### config.mk
export PLATFORM = sky130hd
export DESIGN_NAME = sw_ctrl
export DESIGN_NICKNAME = d
export VERILOG_FILES = /design/src/rtl/sw_ctrl.sv
export SDC_FILE = /design/constraint.sdc
export NUM_CORES = 1
export LEC_CHECK = 0
export ABC_CLOCK_PERIOD_IN_PS = 2060
export BUFFER_PORTS_ARGS = -buffer_cell sky130_fd_sc_hd__clkbuf_2
export CORE_MARGIN = 5
export CORE_UTILIZATION = 48
export DETAILED_ROUTE_END_ITERATION = 10
export PLACE_DENSITY_LB_ADDON = 0.05
export SKIP_CTS_REPAIR_TIMING = 1
export SLEW_MARGIN = 20
export SYNTH_ARGS = -nofsm -noshare
export SYNTH_HDL_FRONTEND = slang
export SYNTH_SLANG_ARGS = --single-unit
### constraint.sdc
create_clock -name clk -period 2.06 [get_ports clk]
set_input_delay 0.515 -clock clk [delete_from_list [all_inputs] [get_ports clk]]
set_output_delay 0.515 -clock clk [all_outputs]
set_load 0.03 [all_outputs]
### src/rtl/sw_ctrl.sv
// Stopwatch run/pause/lap/clear sequencer.
// Two raw buttons are synchronised and debounced, and their debounced rising edges
// drive a Moore FSM that produces the count enable, a one-cycle clear and a lap hold.
module sw_ctrl #(
  parameter int unsigned DEB_CYCLES = 1_000_000,
  parameter int unsigned CNT_W      = 20
) (
  input  logic       clk,
  input  logic       rst_n,
  input  logic       btn_ss_i,
  input  logic       btn_lr_i,
  output logic       en_o,
  output logic       clr_o,
  output logic       lap_hold_o,
  output logic [1:0] state_o
);

  typedef enum logic [1:0] {
    StIdle  = 2'b00,
    StRun   = 2'b01,
    StPause = 2'b10,
    StLap   = 2'b11
  } state_e;

  localparam logic [CNT_W-1:0] CntMax = CNT_W'(DEB_CYCLES - 1);

  // Bit 0 is start/stop, bit 1 is lap/reset.
  logic [1:0]       btn_raw;
  logic [1:0]       sync1_q, sync2_q;
  logic [1:0]       sync_vld_q;
  logic [1:0]       deb_q, deb_d;
  logic [1:0]       deb_prev_q;
  logic [1:0]       armed_q, armed_d;
  logic [CNT_W-1:0] cnt_q [2];
  logic [CNT_W-1:0] cnt_d [2];
  logic [1:0]       press;

  state_e state_q, state_d;
  logic   en_q, clr_q, clr_d, lap_q;

  assign btn_raw = {btn_lr_i, btn_ss_i};

  // Two-flop synchronisers; sync_vld_q marks when sync2_q carries post-reset data.
  always_ff @(posedge clk or negedge rst_n) begin
    if (!rst_n) begin
      sync1_q    <= '0;
      sync2_q    <= '0;
      sync_vld_q <= '0;
    end else begin
      sync1_q    <= btn_raw;
      sync2_q    <= sync1_q;
      sync_vld_q <= {sync_vld_q[0], 1'b1};
    end
  end

  // Debounce: count while synced level differs from debounced level, flip on terminal count.
  always_comb begin
    for (int i = 0; i < 2; i++) begin
      deb_d[i] = deb_q[i];
      cnt_d[i] = '0;
      if (sync2_q[i] != deb_q[i]) begin
        if (cnt_q[i] == CntMax) begin
          deb_d[i] = sync2_q[i];
        end else begin
          cnt_d[i] = cnt_q[i] + 1'b1;
        end
      end
    end
    // A button only becomes armed once it has been seen released after reset, so a
    // button held through reset release never produces a press.
    armed_d = armed_q | ({2{sync_vld_q[1]}} & ~sync2_q & ~deb_q);
  end

  // Debounce state registers.
  always_ff @(posedge clk or negedge rst_n) begin
    if (!rst_n) begin
      deb_q      <= '0;
      deb_prev_q <= '0;
      armed_q    <= '0;
      cnt_q[0]   <= '0;
      cnt_q[1]   <= '0;
    end else begin
      deb_q      <= deb_d;
      deb_prev_q <= deb_q;
      armed_q    <= armed_d;
      cnt_q[0]   <= cnt_d[0];
      cnt_q[1]   <= cnt_d[1];
    end
  end

  assign press = deb_q & ~deb_prev_q & armed_q;

  // Next-state logic; start/stop wins over lap/reset when both press in one cycle.
  always_comb begin
    state_d = state_q;
    clr_d   = 1'b0;
    case (state_q)
      StIdle: begin
        if (press[0]) begin
          state_d = StRun;
        end else if (press[1]) begin
          clr_d = 1'b1;
        end
      end
      StRun: begin
        if (press[0]) begin
          state_d = StPause;
        end else if (press[1]) begin
          state_d = StLap;
        end
      end
      StLap: begin
        if (press[0]) begin
          state_d = StPause;
        end else if (press[1]) begin
          state_d = StRun;
        end
      end
      StPause: begin
        if (press[0]) begin
          state_d = StRun;
        end else if (press[1]) begin
          state_d = StIdle;
          clr_d   = 1'b1;
        end
      end
      default: state_d = StIdle;
    endcase
  end

  // State and registered outputs, all updated from the next state so they move together.
  always_ff @(posedge clk or negedge rst_n) begin
    if (!rst_n) begin
      state_q <= StIdle;
      en_q    <= 1'b0;
      lap_q   <= 1'b0;
      clr_q   <= 1'b0;
    end else begin
      state_q <= state_d;
      en_q    <= (state_d == StRun) || (state_d == StLap);
      lap_q   <= (state_d == StLap);
      clr_q   <= clr_d;
    end
  end

  assign en_o       = en_q;
  assign clr_o      = clr_q;
  assign lap_hold_o = lap_q;
  assign state_o    = state_q;

endmodule
# ---- Yosys cells after proc, flatten, opt, wreduce, memory -nomap -nowiden
# Cells that the tools add are included.
dict set report classes {
  bitwise_logic 8
  eq_ne 9
  muxes 15
  n_reduce_logical 5
  addsub 2
}
# operator count
set ops {}
lappend ops {{20-bit 2-to-1 mux} 4}
lappend ops {{20-bit by 1-bit adder with 20-bit output, second input constant} 2}
lappend ops {{20-bit == test, second input constant} 2}
lappend ops {{2-bit 2-to-1 mux} 7}
lappend ops {{2-bit AND} 4}
lappend ops {{2-bit case mux with 4 select lines} 1}
lappend ops {{2-bit == test, second input constant} 3}
lappend ops {{2-bit NOT} 3}
lappend ops {{2-bit by 1-bit == test with 1-bit output, second input constant} 2}
lappend ops {{2-bit AND reduction} 2}
lappend ops {{1-bit 2-to-1 mux} 3}
lappend ops {{2-bit logical NOT} 1}
lappend ops {{1-bit inequality test} 2}
lappend ops {{2-bit OR} 1}
lappend ops {{2-bit OR reduction} 1}
lappend ops {{1-bit logical OR} 1}
dict set report totals {
  regBits 57
  out_inout_bits 5
  inputBits 4
  elab_cells 52
}

# ---- Longest topological paths before layout
dict set report logic_depth {
  ltp_word 8
  mapped_depth 6
  ltp_nobuf 5
}

# ---- Least setup slack after synthesis
# OpenSTA, ideal clock, no wires.
dict set report synth_timing {
  kind {flip-flop to flip-flop}
  start {register cnt_q[20] (netlist name)}
  end {register cnt_q[38] (netlist name)}
  path_stages_with_launch 7
  setup_ns 0.078
  t_arrival_ns 1.907
  path_slack_ns 0.075
  required_time_ns 1.982
  n_path_buf 1
  period_less_slack_ns 1.985
  path_cell_list {dfrtp_1 > ha_1 > nand2_1 > or4_1 > buf_2 > or4_1 > a21oi_1}
}
# element line_no
set synth_lines {}
lappend synth_lines {{start, declared} 34} ;# logic [CNT_W-1:0] cnt_q [2];

==> report_table.html <==
<table>
<tr><th>Metric</th><th>Value</th></tr>
<tr><th colspan="2">Status</th></tr>
<tr><td>Run status</td><td>finished, final reports clean</td></tr>
<tr><th colspan="2">Clock tree</th></tr>
<tr><td>Inserted Clock Buffers</td><td>9</td></tr>
<tr><td>Clock Tree Buf Depth</td><td>2</td></tr>
<tr><td>Clock tree root driver cell</td><td>clkbuf_8</td></tr>
<tr><td>H-tree depth</td><td>3</td></tr>
<tr><td>Clock transition time at the flip-flop clock pins of the worst setup and hold paths</td><td>about 0.070 ns</td></tr>
<tr><td>Clk sinks</td><td>57</td></tr>
<tr><td>CTS tree</td><td>built</td></tr>
<tr><td>Clock network latency to the later pin of the worst-skew pair</td><td>0.34 ns</td></tr>
<tr><th colspan="2">Synth</th></tr>
<tr><td>Most common library cells after synthesis</td><td>dfrtp_1 (57), nor2_1 (30), nand3_1 (18)</td></tr>
<tr><td>Largest area contributor in the netlist</td><td>dfrtp_1</td></tr>
<tr><td>Number of flops mapped to enable cells by yosys</td><td>0</td></tr>
<tr><td>Cell types occupying the most area after synthesis</td><td>dfrtp_1 (56%), xnor2_1 (5.8%), nor2_1 (4.4%), nand3_1 (3.5%), xor2_1 (3.4%)</td></tr>
<tr><td>Seq/Total Area, Yosys</td><td>0.557</td></tr>
<tr><td>Fraction of registers with async set/reset</td><td>1.00</td></tr>
<tr><td>Flops &amp; latches, synth</td><td>57</td></tr>
<tr><td>Proportion of netlist area held by the largest area contributor</td><td>0.557</td></tr>
<tr><td>Syn_area_per_cell</td><td>around 10 µm²</td></tr>
<tr><td>Number of distinct library cells after synthesis</td><td>33</td></tr>
<tr><td>Synthesized netlist net count</td><td>255</td></tr>
<tr><td>Post-synth top flop</td><td>dfrtp_1</td></tr>
<tr><td>Synthesized instance count</td><td>~250</td></tr>
<tr><td>Warnings from Yosys</td><td>0</td></tr>
<tr><td>Cell with the most instances after synthesis</td><td>dfrtp_1</td></tr>
<tr><td>Netlist Area Pre-Place</td><td>approximately 2600 µm²</td></tr>
<tr><th colspan="2">Power and ir drop</th></tr>
<tr><td>Worst vdd ir</td><td>0.499 mV</td></tr>
<tr><td>Sequential cell fraction of total power</td><td>0.438</td></tr>
<tr><td>Net switching power of the design</td><td>513 µW</td></tr>
<tr><td>Clock share of power</td><td>0.534</td></tr>
<tr><td>Comb pwr share</td><td>0.028</td></tr>
<tr><td>Net Sw Frac</td><td>0.196</td></tr>
<tr><td>Power consumption</td><td>~2600 µW</td></tr>
<tr><td>Internal portion of total power</td><td>2110 µW</td></tr>
<tr><td>Power Density</td><td>just under 900 nW/µm²</td></tr>
<tr><td>Static power due to leakage</td><td>roughly 0.0012 µW</td></tr>
<tr><th colspan="2">Flow run</th></tr>
<tr><td>Max Cap Violations</td><td>0</td></tr>
<tr><th colspan="2">Cells and area</th></tr>
<tr><td>NumNets Final</td><td>around 270</td></tr>
<tr><td>Diode count</td><td>0</td></tr>
<tr><td>Post-route core utilization</td><td>0.586</td></tr>
<tr><td>Layout-stage area growth over the synthesis result</td><td>17.7%</td></tr>
<tr><td>Share of final-layout standard cells stronger than drive strength 1</td><td>0.147</td></tr>
<tr><th colspan="2">GRT</th></tr>
<tr><td>Pin count of the biggest net entering global routing</td><td>58</td></tr>
<tr><td>Overall global routing resource usage</td><td>0.146</td></tr>
<tr><td>Initial antenna violation count</td><td>0</td></tr>
<tr><td>Global-route wire length before repair</td><td>between 8000 and 9000 µm</td></tr>
<tr><td>Number of global-route vias before repair</td><td>between 1500 and 2000</td></tr>
<tr><td>Overflow after GRT</td><td>0</td></tr>
<tr><th colspan="2">Floorplanning</th></tr>
<tr><td>Die ar.</td><td>about 6900 µm²</td></tr>
<tr><td>Number of top-level pins</td><td>9</td></tr>
<tr><td>Starting Density</td><td>0.498</td></tr>
<tr><td>Std-Cell Core Area</td><td>5140 µm²</td></tr>
<tr><td>Die Wd</td><td>between 80 and 90 µm</td></tr>
<tr><td>Number of rows created at floorplan</td><td>26</td></tr>
<tr><td>Vertical die dimension</td><td>83.0 µm</td></tr>
<tr><th colspan="2">Setup path</th></tr>
<tr><td>Biggest fanout along the worst timing path</td><td>8</td></tr>
<tr><td>Critical path class</td><td>flop to flop</td></tr>
<tr><td>R2R cell count</td><td>5</td></tr>
<tr><td>Data arrival time of the critical path</td><td>2.20 ns</td></tr>
<tr><td>Startpoint of the worst register-to-register path</td><td>cnt_q[21]$_DFF_PN0_</td></tr>
<tr><td>Required time at the worst-slack endpoint</td><td>approximately 2.3 ns</td></tr>
<tr><td>Critical path endpoint</td><td>cnt_q[38]$_DFF_PN0_</td></tr>
<tr><td>Start point of the critical path</td><td>cnt_q[21]$_DFF_PN0_</td></tr>
<tr><td>Capture point of the worst reg-to-reg path</td><td>cnt_q[38]$_DFF_PN0_</td></tr>
<tr><td>Crit start category</td><td>flop</td></tr>
<tr><td>Critical Path Sink Type</td><td>flop</td></tr>
<tr><td>Internal reg-to-reg setup slack</td><td>around 0.11 ns</td></tr>
<tr><th colspan="2">Placement</th></tr>
<tr><td>Global placement routability congestion</td><td>between 0.7 and 0.8</td></tr>
<tr><td>DPL Wire Length</td><td>between 2000 and 3000 µm</td></tr>
<tr><td>Number of input and output port buffers inserted</td><td>8</td></tr>
<tr><th colspan="2">Routing</th></tr>
<tr><td>Vias per cell</td><td>between 5 and 6</td></tr>
<tr><td>Final ANT Viol Nets</td><td>0</td></tr>
<tr><td>Remaining design rule violation count</td><td>0</td></tr>
<tr><td>Routed vias</td><td>roughly 1800</td></tr>
<tr><td>Number of iterations in the first detailed-routing pass</td><td>4</td></tr>
<tr><td>WL/cell</td><td>about 13 µm</td></tr>
<tr><td>Number of design-rule violations left by the first detailed-router iteration</td><td>84</td></tr>
<tr><td>Total wire length</td><td>about 4600 µm</td></tr>
<tr><th colspan="2">STA</th></tr>
<tr><td>Peak clock frequency supported by timing</td><td>between 500 and 600 MHz</td></tr>
<tr><td>Minimum period implied by the final worst setup slack</td><td>between 1.5 and 2 ns</td></tr>
<tr><td>Setup repair after global routing missed its margin</td><td>no</td></tr>
<tr><td>Clock skew</td><td>0.0139 ns</td></tr>
<tr><td>Setup Viol. Count Final</td><td>0</td></tr>
<tr><td>Final Max Tran Viols</td><td>0</td></tr>
<tr><td>Number of failing hold endpoints at the final stage</td><td>0</td></tr>
<tr><td>Post-route setup TNS</td><td>0 ns</td></tr>
<tr><td>Final cycle utilization of the critical path</td><td>0.945</td></tr>
<tr><td>Hold_ws</td><td>roughly 0.16 ns</td></tr>
<tr><th colspan="2">Hold path</th></tr>
<tr><td>Worst min path class</td><td>input pin to asynchronous set/reset pin</td></tr>
</table>
## registers in the layout (all words and copies together), names as in the netlist
register,cells
deb_q,2
sync2_q,2
lap_hold_o,1
en_o,1
clr_o,1
state_o,2
deb_prev_q,2
cnt_q,40
sync_vld_q,2
armed_q,2
sync1_q,2
## layout by cell type, fill, tap and decap left out, types with 2 or more instances in the layout
cell type	netlist	layout
or4_4	0	2
xnor2_1	17	17
or3_1	7	7
or4_1	6	4
xor2_1	10	10
nor3_1	8	8
nand3_1	18	18
o31ai_1	7	5
nor2_1	30	30
clkbuf_8	0	10
dfrtp_1	57	57
inv_1	7	7
bufinv_16	0	4
or4b_1	2	2
o21ai_0	7	7
o31ai_2	0	2
buf_4	0	8
ha_1	2	2
nor4_1	8	8
nand2_1	13	13
a21o_1	2	2
nand4_1	11	11
a21oi_1	13	13
nand3b_1	2	2
clkbuf_2	0	8
nand3_2	2	2
## worst min path at each step
stage | startpoint | end | cells past startpoint
finish | rst_n | sync1_q[1]$_DFF_PN0_ | 2
global route | rst_n | sync1_q[1]$_DFF_PN0_ | 2
CTS | rst_n | sync1_q[1]$_DFF_PN0_ | 2
detailed placement | sync1_q[1]$_DFF_PN0_ | sync2_q[1]$_DFF_PN0_ | 0
global placement | sync1_q[1]$_DFF_PN0_ | sync2_q[1]$_DFF_PN0_ | 0
floorplan | rst_n | armed_q[0]$_DFF_PN0_ | 0
## cells by family after synthesis
kind of cell / share of synthesized area
AO/OA/AOI/OAI: 0.0718
XOR/XNOR: 0.0924
adder cells (fa/ha/maj): 0.00977
buffers and inverters: 0.0244
flip-flops: 0.557
multiplexers: 0.00880
other: 0.00146
AND/OR/NAND/NOR: 0.234
## power by group through the flow
stage          logic (µW)  clock network [µW]  registers (µW)
2_1_floorplan        30.9                   0            1170
3_5_place_dp         75.8                   0            1170
6_report             73.7                1400            1150
4_1_cts              76.4                1430            1150
5_1_grt              85.5                1480            1150
3_3_place_gp         75.9                   0            1170
## layer usage
layer | up-vias | part of all wire | track usage | wire [µm]
li1 | 927 | - | - | -
met1 | 879 | 0.48 | 0.179 | 2240
met2 | 30 | 0.47 | 0.228 | 2150
met3 | 7 | 0.038 | 0.0505 | 175
met4 | 0 | 0.012 | 0.0758 | 57
met5 | - | 0 | 0 | 0
## critical path, cell delays in order, from the launching register on
cell and delay (ns):
dfrtp_1 0.38, ha_1 0.18, nand2_1 0.09, or4_4 0.58, or4_1 0.48, a21oi_1 0.16
## through the flow
stage	area, µm²	instances	setup slack (ns)
4_1_cts	3010	342	0.0187
6_report	3010	342	0.114
3_5_place_dp	2740	327	0.0467
3_3_place_gp	2740	327	0.0811
5_1_grt	3010	342	0.00586
2_1_floorplan	2560	249	0.0747
## cell type report
class	count	area, µm²
Multi-Input combinational cell	176	1090
Tap cell	70	87.6
Sequential cell	57	1430
Fill cell	463	2130
Clock buffer	10	138
Clock inverter	5	128
Timing Repair Buffer	17	120
Inverter	7	26.3
No activity file was read; power rests on OpenSTA's default activity.
